<file path="config.mk">
export PLATFORM = sky130hd
export DESIGN_NAME = video_timing_monitor
export DESIGN_NICKNAME = d
export VERILOG_FILES = /design/src/rtl/video_timing_monitor.sv
export SDC_FILE = /design/constraint.sdc
export NUM_CORES = 1
export LEC_CHECK = 0
export CORE_MARGIN = 1.5
export CORE_UTILIZATION = 50
export CTS_CLUSTER_DIAMETER = 40
export DETAILED_ROUTE_END_ITERATION = 8
export GPL_TIMING_DRIVEN = 0
export PLACE_DENSITY_LB_ADDON = 0.25
export SYNTH_ARGS = -nofsm -noshare
export SYNTH_HDL_FRONTEND = slang
export SYNTH_SLANG_ARGS = --single-unit
export TNS_END_PERCENT = 20
</file>
<file path="constraint.sdc">
create_clock -name clk_i -period 6.1 [get_ports clk_i]
set_input_delay 0.61 -clock clk_i [delete_from_list [all_inputs] [get_ports clk_i]]
set_output_delay 0.61 -clock clk_i [all_outputs]
set_load 0.005 [all_outputs]
</file>
<file path="src/rtl/video_timing_monitor.sv">
// video_timing_monitor: measures line/frame timing of a pixel stream and flags lock
// once identical measurements repeat for LOCK_FRAMES frames.
module video_timing_monitor #(
  parameter int HW            = 12,
  parameter int VW            = 11,
  parameter int LOCK_FRAMES   = 4,
  parameter bit HS_ACTIVE_LOW = 1'b1,
  parameter bit VS_ACTIVE_LOW = 1'b0
) (
  input  logic          clk_i,
  input  logic          reset_i,
  input  logic          ce_pix_i,
  input  logic          h_blank_i,
  input  logic          v_blank_i,
  input  logic          h_sync_i,
  input  logic          v_sync_i,
  output logic [HW-1:0] htotal_o,
  output logic [HW-1:0] hactive_o,
  output logic [HW-1:0] hsync_w_o,
  output logic [VW-1:0] vtotal_o,
  output logic [VW-1:0] vactive_o,
  output logic [VW-1:0] vsync_w_o,
  output logic          frame_stb_o,
  output logic          valid_o,
  output logic          locked_o
);
  typedef enum logic [1:0] {IDLE, SYNC, TRACK} state_t;
  state_t        state_q;
  logic          hb_q, vb_q, pend_q, stb_q, valid_q, locked_q, same;
  logic          hs_a, vs_a, line_start, frame_start, loss;
  logic [3:0]    stable_q, stable_d;
  logic [HW-1:0] hc_q, ha_q, hs_q, hc_d, ha_d, hs_d, lt_q, la_q, lh_q, ht_q, hact_q, hsw_q;
  logic [VW-1:0] vc_q, va_q, vs_q, vc_d, va_d, vs_d, fc_q, fa_q, fs_q, vt_q, vact_q, vsw_q;

  function automatic logic [HW-1:0] hinc(input logic [HW-1:0] a, input logic b);
    return (&a) ? a : a + HW'(b);
  endfunction

  function automatic logic [VW-1:0] vinc(input logic [VW-1:0] a, input logic b);
    return (&a) ? a : a + VW'(b);
  endfunction

  assign hs_a        = h_sync_i ^ HS_ACTIVE_LOW;
  assign vs_a        = v_sync_i ^ VS_ACTIVE_LOW;
  assign line_start  = ce_pix_i & ~h_blank_i & hb_q;
  assign frame_start = ce_pix_i & ~v_blank_i & vb_q;
  // a line that never ends means the source is gone
  assign loss        = &hc_q;

  always_comb begin
    hc_d     = line_start ? HW'(1) : hinc(hc_q, 1'b1);
    ha_d     = line_start ? HW'(1) : hinc(ha_q, ~h_blank_i);
    hs_d     = line_start ? HW'(hs_a) : hinc(hs_q, hs_a);
    vc_d     = frame_start ? VW'(line_start) : vinc(vc_q, line_start);
    va_d     = frame_start ? VW'(line_start & ~v_blank_i) : vinc(va_q, line_start & ~v_blank_i);
    vs_d     = frame_start ? VW'(line_start & vs_a) : vinc(vs_q, line_start & vs_a);
    same     = valid_q && ({ht_q, hact_q, hsw_q, vt_q, vact_q, vsw_q} ==
                           {lt_q, la_q, lh_q, fc_q, fa_q, fs_q});
    stable_d = !same ? 4'd0 : (stable_q == 4'(LOCK_FRAMES)) ? stable_q : stable_q + 4'd1;
  end

  always_ff @(posedge clk_i or posedge reset_i) begin
    if (reset_i) begin
      state_q  <= IDLE;
      {hb_q, vb_q, pend_q, stb_q, valid_q, locked_q} <= '0;
      stable_q <= '0;
      {hc_q, ha_q, hs_q, lt_q, la_q, lh_q, ht_q, hact_q, hsw_q} <= '0;
      {vc_q, va_q, vs_q, fc_q, fa_q, fs_q, vt_q, vact_q, vsw_q} <= '0;
    end else if (loss) begin
      state_q  <= IDLE;
      {pend_q, stb_q, valid_q, locked_q} <= '0;
      stable_q <= '0;
      {hc_q, ha_q, hs_q, lt_q, la_q, lh_q} <= '0;
      {vc_q, va_q, vs_q, fc_q, fa_q, fs_q} <= '0;
    end else begin
      stb_q  <= pend_q;
      pend_q <= frame_start && state_q != IDLE;
      if (pend_q) begin
        {ht_q, hact_q, hsw_q} <= {lt_q, la_q, lh_q};
        {vt_q, vact_q, vsw_q} <= {fc_q, fa_q, fs_q};
        valid_q  <= 1'b1;
        stable_q <= stable_d;
        locked_q <= stable_d == 4'(LOCK_FRAMES);
      end
      if (ce_pix_i) begin
        hb_q <= h_blank_i;
        vb_q <= v_blank_i;
        {hc_q, ha_q, hs_q} <= {hc_d, ha_d, hs_d};
        {vc_q, va_q, vs_q} <= {vc_d, va_d, vs_d};
      end
      if (line_start) {lt_q, la_q, lh_q} <= {hc_q, ha_q, hs_q};
      if (frame_start) begin
        {fc_q, fa_q, fs_q} <= {vc_q, va_q, vs_q};
        state_q <= (state_q == IDLE) ? SYNC : TRACK;
      end
    end
  end

  assign htotal_o    = ht_q;
  assign hactive_o   = hact_q;
  assign hsync_w_o   = hsw_q;
  assign vtotal_o    = vt_q;
  assign vactive_o   = vact_q;
  assign vsync_w_o   = vsw_q;
  assign frame_stb_o = stb_q;
  assign valid_o     = valid_q;
  assign locked_o    = locked_q;
endmodule

</file>
[Word level (Yosys, flattened, before mapping)]
Cells that the tools add are included.
Operators by class
  bitwise operators: 13
  eq/ne operators: 8
  add/subtract/negate cells: 7
  reduce and logical (&&, ||, !) cells: 21
  multiplexer cells: 48
Operator list (count)
  12-bit 2-to-1 mux: 17
  11-bit 2-to-1 mux: 18
  69-bit == test: 1
  12-bit AND reduction: 3
  11-bit by 1-bit adder with 11-bit output: 3
  11-bit AND reduction: 3
  12-bit by 1-bit adder with 12-bit output: 2
  4-bit 2-to-1 mux: 4
  3-bit != test (second input constant): 5
  2-bit AND reduction: 7
  12-bit by 1-bit adder with 12-bit output (second input constant): 1
  1-bit by 11-bit bitwise AND with 11-bit output: 1
  1-bit NOT with 11-bit output: 1
  2-bit nonzero test: 5
  4-bit by 3-bit == test with 1-bit output (second input constant): 2
  1-bit bitwise AND: 7
  1-bit 2-to-1 mux: 6
  2-bit 2-to-1 mux: 3
  4-bit by 1-bit adder with 4-bit output (second input constant): 1
  1-bit NOT: 4
  1-bit logical AND: 2
  2-bit logical NOT: 1
Storage, ports and cells
  output and inout port bits: 72
  logic and storage cells: 123
  register bits: 219
  input bits: 7

[Logic depth before layout (Yosys ltp)]
Gate-level depths: netlist (run 1).
  depth after elaboration: 9
  mapped depth: 10
  mapped depth without buffers: 10

[Worst setup path before layout (run 1)]
Ideal clock, no wire load.
  kind: in2reg
  start: in ce_pix_i
  end: reg vs_q[8]
  data arrival time: 2.443 ns
  required time: 6.022 ns
  cell stages on the path: 10
  library setup time: 0.078 ns
  setup slack: 3.579 ns
  path buffers: 1
  cells stage by stage: clkbuf_1 -> nand3_1 -> clkinv_1 -> and2_1 -> ha_1 -> ha_1 -> and3_1 -> nand2_4 -> or3_1 -> a21oi_1
Between the ends
  word-level cells in the longest chain between the ends: 8
  elaborated cells on any way between the ends: 13
  classes of those cells: add/sub (1); eq/ne (1); mux (4); bitwise (5); reduce/logical (2)
RTL lines
  start, declared: RTL line 12  | input logic ce_pix_i,
  1-bit bitwise AND (2 in series): RTL line 45  | assign line_start = ce_pix_i & ~h_blank_i & hb_q;
  1-bit bitwise AND: RTL line 56  | vs_d = frame_start ? VW'(line_start & vs_a) : vinc(vs_q, line_start & vs_a);
  11-bit by 1-bit adder with 11-bit output: RTL line 40  | return (&a) ? a : a + VW'(b);
  11-bit 2-to-1 mux: RTL line 40
  11-bit 2-to-1 mux: RTL line 56
  11-bit 2-to-1 mux: RTL line 85  | if (ce_pix_i) begin
  11-bit 2-to-1 mux: RTL line 69  | end else if (loss) begin
  end signal, assigned: RTL line 89  | {vc_q, va_q, vs_q} <= {vc_d, va_d, vs_d};
  end, declared: RTL line 33  | logic [VW-1:0] vc_q, va_q, vs_q, vc_d, va_d, vs_d, fc_q, fa_q, fs_q, vt_q, vact_q, vsw_q;
Parallel ways exist; a longest one is shown, timed or not. The select of a mux whose other input is x is not followed.
A chain may end at the register's enable or synchronous reset.

[Worst setup path in the final report (run 1)]
  start: in ce_pix_i
  end: reg va_q[10]
Between the ends
  word-level cells in the longest chain between the ends: 8
  elaborated cells on any way between the ends: 13
  classes of those cells: add/sub (1); eq/ne (1); mux (4); bitwise (5); reduce/logical (2)
RTL lines
  1-bit bitwise AND (2 in series): RTL line 45
  1-bit bitwise AND: RTL line 55  | va_d = frame_start ? VW'(line_start & ~v_blank_i) : vinc(va_q, line_start & ~v_blank_i);
  11-bit by 1-bit adder with 11-bit output: RTL line 40
  11-bit 2-to-1 mux: RTL line 40
  11-bit 2-to-1 mux: RTL line 55
  11-bit 2-to-1 mux: RTL line 85
  11-bit 2-to-1 mux: RTL line 69
  end signal, assigned: RTL line 89
  end, declared: RTL line 33
Parallel ways exist; a longest one is shown, timed or not. The select of a mux whose other input is x is not followed.

==> results of run 1 <==
per-layer routing:
layer	track usage [%]	part of all wire, %	vias up
met5	0	0	-
met4	7.52	2.5	0
met3	3.19	5.8	47
met2	40.3	46	263
met1	37.4	45	3975
li1	-	-	3749
where the power goes:
group	switching (uW)	internal, uW
registers	193	1610
clock network	693	1150
logic	419	364
total	1310	3120
per-stage QoR:
stage | cells | setup slack [ns]
6_report | 1409 | 2.52
5_1_grt | 1409 | 2.37
4_1_cts | 1409 | 2.63
3_5_place_dp | 1352 | 2.09
3_3_place_gp | 1347 | 0.904
2_1_floorplan | 999 | 2.64
cell type report:
cell class                      count  area [um^2]  share of cell area (%)
Buffer                             43          210                    1.64
Clock inverter                     20          249                    1.94
Tap cell                          270          338                    2.63
Inverter                           18         71.3                   0.555
Sequential cell                   219         5480                    42.7
Timing Repair Buffer               83          881                    6.86
Multi-Input combinational cell    719         4790                    37.3
Clock buffer                       37          828                    6.45
kinds of logic (layout without fill, tap and decap cells):
| family | count (synthesis) | count (layout) | synth area share [%] |
|---|---|---|---|
| AND/OR/NAND/NOR | 385 | 385 | 18.2 |
| flip-flops | 219 | 219 | 52.0 |
| AO/OA/AOI/OAI | 122 | 122 | 7.06 |
| multiplexers | 105 | 105 | 10.7 |
| XOR/XNOR | 94 | 94 | 7.81 |
| buffers and inverters | 61 | 201 | 2.63 |
| adder cells (fa/ha/maj) | 13 | 13 | 1.54 |
critical path, stage by stage:
cell,delay (ns)
clkdlybuf4s50_1,0.50
clkbuf_1,0.39
nand3_1,0.50
clkbuf_1,0.43
nor2_1,0.40
ha_1,0.32
ha_1,0.25
inv_1,0.09
nor4_2,0.28
xnor2_1,0.15
nor2_1,0.05
flip-flops by register name (all words and copies together) (netlist names), 12 cells and up:
| register | count |
|---|---|
| htotal_o | 12 |
| lt_q | 12 |
| hc_q | 12 |
| hs_q | 12 |
| lh_q | 12 |
| la_q | 12 |
| hactive_o | 12 |
| ha_q | 12 |
| hsync_w_o | 12 |
worst max-delay path by stage:
stage / from / to
2_1_floorplan: reset_i / fa_q[0]$_DFFE_PP0N_
3_3_place_gp: reset_i / ha_q[2]$_DFFE_PP0P_
3_5_place_dp: ce_pix_i / va_q[10]$_DFFE_PP0P_
4_1_cts: ce_pix_i / va_q[10]$_DFFE_PP0P_
5_1_grt: ce_pix_i / va_q[10]$_DFFE_PP0P_
6_report: ce_pix_i / va_q[10]$_DFFE_PP0P_
layout by cell type, fill, tap and decap left out, types with 4 or more instances in the layout:
| cell type | n |
|---|---|
| and4_1 | 7 |
| clkbuf_1 | 24 |
| nand2_1 | 108 |
| clkbuf_16 | 31 |
| nor4_1 | 24 |
| and3_1 | 13 |
| mux2i_1 | 39 |
| and2_1 | 11 |
| nor2b_1 | 26 |
| a211oi_1 | 4 |
| or3_1 | 12 |
| nor3_2 | 4 |
| mux2_2 | 66 |
| nor3_1 | 11 |
| ha_1 | 13 |
| xor2_1 | 84 |
| nor2_1 | 94 |
| dfrtp_1 | 219 |
| o21ai_0 | 25 |
| nand3_1 | 30 |
| buf_1 | 4 |
| clkinvlp_4 | 4 |
| buf_12 | 5 |
| clkinv_4 | 7 |
| xnor2_1 | 10 |
| clkdlybuf4s50_1 | 78 |
| nand4_1 | 30 |
| a2111oi_0 | 6 |
| inv_6 | 4 |
| a21oi_1 | 61 |
| bufinv_16 | 4 |
| buf_2 | 12 |
| nand2b_1 | 4 |
| inv_1 | 15 |
| o21ai_1 | 4 |
==> impl_metrics.json, run 1 <==
{
  "status": "finished, final reports clean",
  "worst_setup_path_start_kind": "input port",
  "antenna_found_initial": 0,
  "drive_gt1_share_pct": 14.2,
  "grt_pass1_wl_um": 43700,
  "ctsLongestPathBuffers": 3,
  "path_max_fanout": 10,
  "chipHeight_um": 148,
  "setup-violations-final": 0,
  "drt-initial-drc-count": 545,
  "cts.sinks": 219,
  "hold_violations": 0,
  "hold_start": "hb_q$_DFFE_PP0P_",
  "synth_most_common_cell": "dfrtp_1",
  "ir_worst_vdd_v": 0.000204,
  "synthDistinctLibCells": 54,
  "initial_core_util_pct": 51.6,
  "period_minus_slack_ns": 3.58,
  "yosysWarnings": 0,
  "grt_util_all_layers_pct": 25.6,
  "slew_violations": 0,
  "p_leak_uw": 0.00634,
  "dp_hpwl_um": 19900,
  "place.gp.congestion": 0.935,
  "rrSetupSlack_ns": 3.24,
  "timing.setup.tns_ns": 0,
  "path_class": "in -> reg",
  "synth_area_um2": 10500,
  "vias": 8034,
  "synthCells": 999,
  "powerDensity_nw_per_um2": 345,
  "synth_area_leaders": "dfrtp_1 (52%), mux2_2 (7.0%), xor2_1 (7.0%), nand2_1 (3.8%), mux2i_1 (3.7%)",
  "htree_num_levels": 1,
  "die_x_um": 148,
  "grt_pass1_vias": 7734,
  "worstPathArrival_ns": 3.99,
  "final_util_pct": 62.9,
  "synth-seq-area-share_pct": 52.0,
  "grt_max_degree": 43,
  "cts_made_buffers": 31,
  "wl_um": 27600,
  "vias_per_cell": 5.70,
  "async_reset_ff_share_pct": 100,
  "fmax_ghz": 0.280,
  "yosys.area.top_type_share_pct": 52.0,
  "synth_edf_count": 0,
  "maxCapViolations": 0,
  "worstHoldPathType": "reg -> reg",
  "path_clk_slew_ns": 0.06,
  "ant_nets": 0,
  "post_cts_buffers": 0,
  "drc": 0,
  "cts_hold_buf": 0,
  "final_area_um2": 12800,
  "syn_avg_cell_area_um2": 10.6,
  "ys_ff_latch": 219,
  "die-area_um2": 22000,
  "syn_nets": 1019,
  "worstMarginPinSlew_ns": 1.40,
  "diodes": 0,
  "root_buffer": "clkbuf_16",
  "cts_tree": "built",
  "pin_count": 79,
  "hold_depth": 2,
  "wl_per_cell_um": 19.6,
  "synth_area_leader_cell": "dfrtp_1",
  "core_um2": 20400,
  "fillCellCount": 1682,
  "relSlewSlack_pct": 6.04,
  "r2r_start": "hc_q[0]$_DFFE_PP0P_",
  "ys.flop_type": "dfrtp_1",
  "rsz0062_at_grt": "false",
  "syn_to_final_growth_pct": 21.8,
  "min_to": "hb_q$_DFFE_PP0P_",
  "skew_ns": 0.0160,
  "grt_overflow": 0,
  "dpl-instance-area_um2": 11800,
  "netlist_top_cells_count": "dfrtp_1 (219), nand2_1 (108), nor2_1 (94)",
  "endpoint_kind": "flip-flop",
  "cts-resized-gates": 0,
  "r2r-end": "hc_q[0]$_DFFE_PP0P_",
  "finalCritPeriodShare_pct": 58.6,
  "power_uw": 4430,
  "io_buffers": 78,
  "fin_nets": 1135,
  "ff2ff_path_depth": 5,
  "whs_ns": 0.490,
  "dr.pass1.iters": 5,
  "rows": 52,
  "crit_required_ns": 6.51,
  "clk_latency_ns": 0.55
}
No activity file was read; power rests on OpenSTA's default activity.
==> run 2, diff against run 1 <==
clock period = 2.9 ns   (was 6.1 ns; I/O delays follow)
==> impl_metrics.json, run 2 (synthesis results as in run 1) <==
{
  "status": "finished, final reports clean",
  "mostFrequentLayoutCell": "dfrtp_1",
  "fin_nets": 1134,
  "clk_latency_ns": 0.55,
  "endpoint_kind": "flip-flop",
  "dpl-instance-area_um2": 11800,
  "grt_util_all_layers_pct": 25.6,
  "drive_gt1_share_pct": 14.5,
  "grt_overflow": 0,
  "initial_core_util_pct": 51.6,
  "dr.pass1.iters": 5,
  "vias_per_cell": 5.72,
  "wl_per_cell_um": 19.6,
  "core_um2": 20400,
  "finalCritPeriodShare_pct": 92.1,
  "worstHoldPathType": "in -> async",
  "wl_um": 27600,
  "final_cell_mix": "dfrtp_1 (219), nand2_1 (108), nor2_1 (94)",
  "combPwrFrac_pct": 17.7,
  "final_area_um2": 12900,
  "rsz0062_at_grt": "false",
  "post_cts_buffers": 0,
  "fillCellCount": 1678,
  "maxCapViolations": 0,
  "dp_hpwl_um": 19900,
  "worst_setup_path_start_kind": "flip-flop",
  "cts_hold_buf": 0,
  "io_buffers": 78,
  "rows": 52,
  "pin_count": 79,
  "diodes": 0,
  "root_buffer": "clkbuf_16",
  "seqPwrFrac_pct": 40.7,
  "hold_violations": 0,
  "cts_tree": "built",
  "crit_required_ns": 3.31,
  "switching_power_uw": 2740,
  "drt-initial-drc-count": 612,
  "ant_nets": 0,
  "ctsLongestPathBuffers": 3,
  "ir_worst_vdd_v": 0.000429,
  "chipHeight_um": 148,
  "relSlewSlack_pct": 42.6,
  "cts_made_buffers": 31,
  "worstMarginPinSlew_ns": 0.861,
  "fmax_ghz": 0.374,
  "p_sw_share_pct": 29.5,
  "die_x_um": 148,
  "path_max_fanout": 10,
  "slew_violations": 0,
  "antenna_found_initial": 0,
  "powerDensity_nw_per_um2": 724,
  "grt_pass1_vias": 7728,
  "syn_to_final_growth_pct": 22.0,
  "p_leak_uw": 0.00635,
  "cts.sinks": 219,
  "htree_num_levels": 1,
  "fin_ws_ns": 0.229,
  "worstPathArrival_ns": 3.08,
  "skew_ns": 0.0166,
  "grt_pass1_wl_um": 43700,
  "period_minus_slack_ns": 2.67,
  "place.gp.congestion": 0.935,
  "path_clk_slew_ns": 0.06,
  "place_inst": 1352,
  "grt_max_degree": 43,
  "vias": 8052,
  "path_class": "reg -> reg",
  "internal-power_uw": 6560,
  "die-area_um2": 22000,
  "final_util_pct": 63.0,
  "timing.setup.tns_ns": 0,
  "setup-violations-final": 0,
  "dp_slack_ns": -0.787,
  "post_layout_nonfiller_instances": 1408,
  "drc": 0,
  "clkPwrFrac_pct": 41.6
}
## run 2: per-layer routing
| layer | up-vias | share of wire (%) | track usage [%] | wire (um) |
|---|---|---|---|---|
| met4 | 0 | 2.5 | 7.52 | 694 |
| met5 | - | 0 | 0 | 0 |
| met3 | 49 | 5.6 | 3.19 | 1540 |
| met2 | 264 | 46 | 40.3 | 12800 |
| met1 | 3993 | 46 | 37.4 | 12600 |
| li1 | 3746 | - | - | - |
## run 2: metrics by stage
stage	hold slack (ns)	power, uW
floorplan	0.440	4720
global placement	0.465	5400
detailed placement	0.485	5450
CTS	0.209	9340
global route	0.261	9670
finish	0.198	9310
## run 2: area by class of cell
class                      instances  area [um^2]  share of cell area [%]
multi-input combinational        719         4810                    37.4
sequential                       219         5480                    42.6
tap                              270          338                    2.63
timing repair buffer              83          883                    6.87
inverter                          18         71.3                   0.554
buffer                            42          208                    1.61
clock inverter                    20          249                    1.94
clock buffer                      37          828                    6.44
## run 2: worst max-delay path, stage by stage, from the launching register on
cell and delay, ns:
dfrtp_1 0.35, nand3_2 0.25, clkbuf_1 0.39, nor2_1 0.39, ha_1 0.32, ha_1 0.25, inv_1 0.09, nor4_2 0.28
xnor2_1 0.15, nor2_1 0.05
## run 2: path summary, 6_finish.rpt
path                                       start                 endpoint  slack [ns]  cells past startpoint
worst max-delay path            hb_q$_DFFE_PP0P_     va_q[10]$_DFFE_PP0P_        0.23                      9
worst min-delay path                     reset_i  vtotal_o[7]$_DFFE_PP0P_        0.20                      2
worst max register to register  hb_q$_DFFE_PP0P_     va_q[10]$_DFFE_PP0P_        0.23                      9
worst min register to register  hb_q$_DFFE_PP0P_         hb_q$_DFFE_PP0P_        0.51                      2
max in group asynchronous                reset_i      hs_q[7]$_DFFE_PP0P_        1.55                      5
min in group clk_i                      ce_pix_i      hc_q[1]$_DFFE_PP0P_        0.27                      3
## run 2: power groups by stage
stage / clock network, uW / registers, uW / logic, uW
after global placement: 0 / 3820 / 1580
after detailed placement: 0 / 3830 / 1620
after floorplan: 0 / 3720 / 1000
after CTS: 3920 / 3780 / 1640
final: 3870 / 3790 / 1650
after global routing: 4050 / 3830 / 1780
## run 2: what timing repair did
item                                   4_1_cts  5_1_grt
gates resized for setup                      1        4
endpoints found under the hold margin        0        0
cloned                                       0        0
pin swaps                                    0        0
setup endpoints to repair                   15       39
==> run 3, diff against run 2 <==
SLEW_MARGIN = 30   (was unset)
==> impl_metrics.json, run 3 (synthesis results as in run 1) <==
{
  "grt_util_all_layers_pct": 26.7,
  "initial_core_util_pct": 51.6,
  "pin_count": 79,
  "cts_made_buffers": 35,
  "ant_nets": 0,
  "crit_required_ns": 3.26,
  "mostFrequentLayoutCell": "dfrtp_1",
  "grt_max_degree": 31,
  "cts_tree": "built",
  "setup-violations-final": 0,
  "rsz0062_at_grt": "false",
  "io_buffers": 78,
  "core_um2": 20400,
  "period_minus_slack_ns": 2.79,
  "grt_pass1_wl_um": 45000,
  "worst_setup_path_start_kind": "flip-flop",
  "die-area_um2": 22000,
  "clk_latency_ns": 0.51,
  "whs_ns": 0.135,
  "cts.sinks": 219,
  "fillCellCount": 1644,
  "vias": 8088,
  "dp_hpwl_um": 20100,
  "highest_layer": "met4",
  "wl_per_cell_um": 20.0,
  "final_util_pct": 64.0,
  "switching_power_uw": 2820,
  "ctsLongestPathBuffers": 3,
  "finalCritPeriodShare_pct": 96.1,
  "drt-met1-wl_um": 12700,
  "seqPwrFrac_pct": 38.6,
  "dp_slack_ns": -0.808,
  "post_cts_buffers": 0,
  "hold_violations": 0,
  "diodes": 0,
  "worstPathArrival_ns": 3.14,
  "ir_worst_vdd_v": 0.000351,
  "wl_um": 28400,
  "dr.pass1.iters": 6,
  "antenna_found_initial": 0,
  "fin_ws_ns": 0.113,
  "endpoint_kind": "flip-flop",
  "rows": 52,
  "clkPwrFrac_pct": 44.4,
  "combPwrFrac_pct": 16.9,
  "final_cell_mix": "dfrtp_1 (219), nand2_1 (108), nor2_1 (94)",
  "drc": 0,
  "p_leak_uw": 0.00644,
  "path_class": "reg -> reg",
  "fin_nets": 1141,
  "drive_gt1_share_pct": 15.3,
  "vias_per_cell": 5.71,
  "powerDensity_nw_per_um2": 751,
  "root_buffer": "clkbuf_16",
  "wl_met2_um": 13200,
  "path_max_fanout": 10,
  "die_x_um": 148,
  "chipHeight_um": 148,
  "maxCapViolations": 0,
  "ff2ff_path_depth": 6,
  "multi_input_area_um2": 4800,
  "worstHoldPathType": "in -> async",
  "grt_pass1_vias": 7980,
  "fmax_ghz": 0.359,
  "internal-power_uw": 7000,
  "path_clk_slew_ns": 0.06,
  "skew_ns": 0.0152,
  "slew_violations": 0,
  "status": "finished, final reports clean",
  "regArea_um2": 5480,
  "worstMarginPinSlew_ns": 0.802,
  "place.gp.congestion": 0.935,
  "wl_met3_um": 1580,
  "drt-initial-drc-count": 645,
  "syn_to_final_growth_pct": 24.0,
  "grt_overflow": 0,
  "p_sw_share_pct": 28.7,
  "htree_num_levels": 2,
  "relSlewSlack_pct": 46.5
}
-- run 3: power groups by stage --
| stage | clock network [uW] | registers, uW | logic (uW) |
|---|---|---|---|
| floorplan | 0 | 3720 | 1000 |
| global placement | 0 | 3820 | 1580 |
| detailed placement | 0 | 3830 | 1630 |
| CTS | 4410 | 3790 | 1650 |
| global route | 4560 | 3840 | 1810 |
| finish | 4360 | 3790 | 1660 |
-- run 3: worst max-delay path, stage by stage (launching register included) --
cell	delay [ns]
dfrtp_1	0.43
ha_1	0.26
nand4_1	0.20
o31ai_2	0.59
clkbuf_1	0.50
buf_1	0.55
nor2_1	0.12
-- run 3: final timing paths --
path                                      from                        to  slack (ns)
min reg2reg                   hb_q$_DFFE_PP0P_          hb_q$_DFFE_PP0P_        0.51
max in group asynchronous              reset_i          hb_q$_DFFE_PP0P_        2.06
min                                    reset_i  vactive_o[7]$_DFFE_PP0P_        0.13
max reg2reg                hc_q[0]$_DFFE_PP0P_       vc_q[8]$_DFFE_PP0P_        0.11
max                        hc_q[0]$_DFFE_PP0P_       vc_q[8]$_DFFE_PP0P_        0.11
min in group clk_i                    ce_pix_i       hc_q[1]$_DFFE_PP0P_        0.43
-- run 3: per-stage QoR --
step                std cells  cell area [um^2]  power [uW]  TNS (ns)
floorplan                 999             10500        4720    -53.46
global placement         1347             11700        5400   -444.37
detailed placement       1355             11800        5470    -16.20
CTS                      1417             13100        9850         0
global route             1417             13100       10200         0
finish                   1417             13100        9820         0
-- run 3: layout make-up --
| type | count | share of cell area [%] |
|---|---|---|
| repair buffers | 86 | 7.24 |
| flip-flops and latches | 219 | 41.9 |
| inverters | 18 | 0.545 |
| clock buffers | 39 | 7.29 |
| well taps | 270 | 2.58 |
| clock inverters | 24 | 2.18 |
| plain buffers | 42 | 1.58 |
| multi-input cells | 719 | 36.7 |
-- run 3: per-layer routing --
layer / GRT usage (%) / vias up
li1: - / 3759
met1: 38.2 / 4000
met2: 41.5 / 267
met3: 3.93 / 62
met4: 10.0 / 0
met5: 0 / -
-- run 3: what timing repair did --
action | in CTS | in global routing
hold buffers | 0 | 0
setup endpoints to repair | 17 | 0
resized for setup | 2 | 0
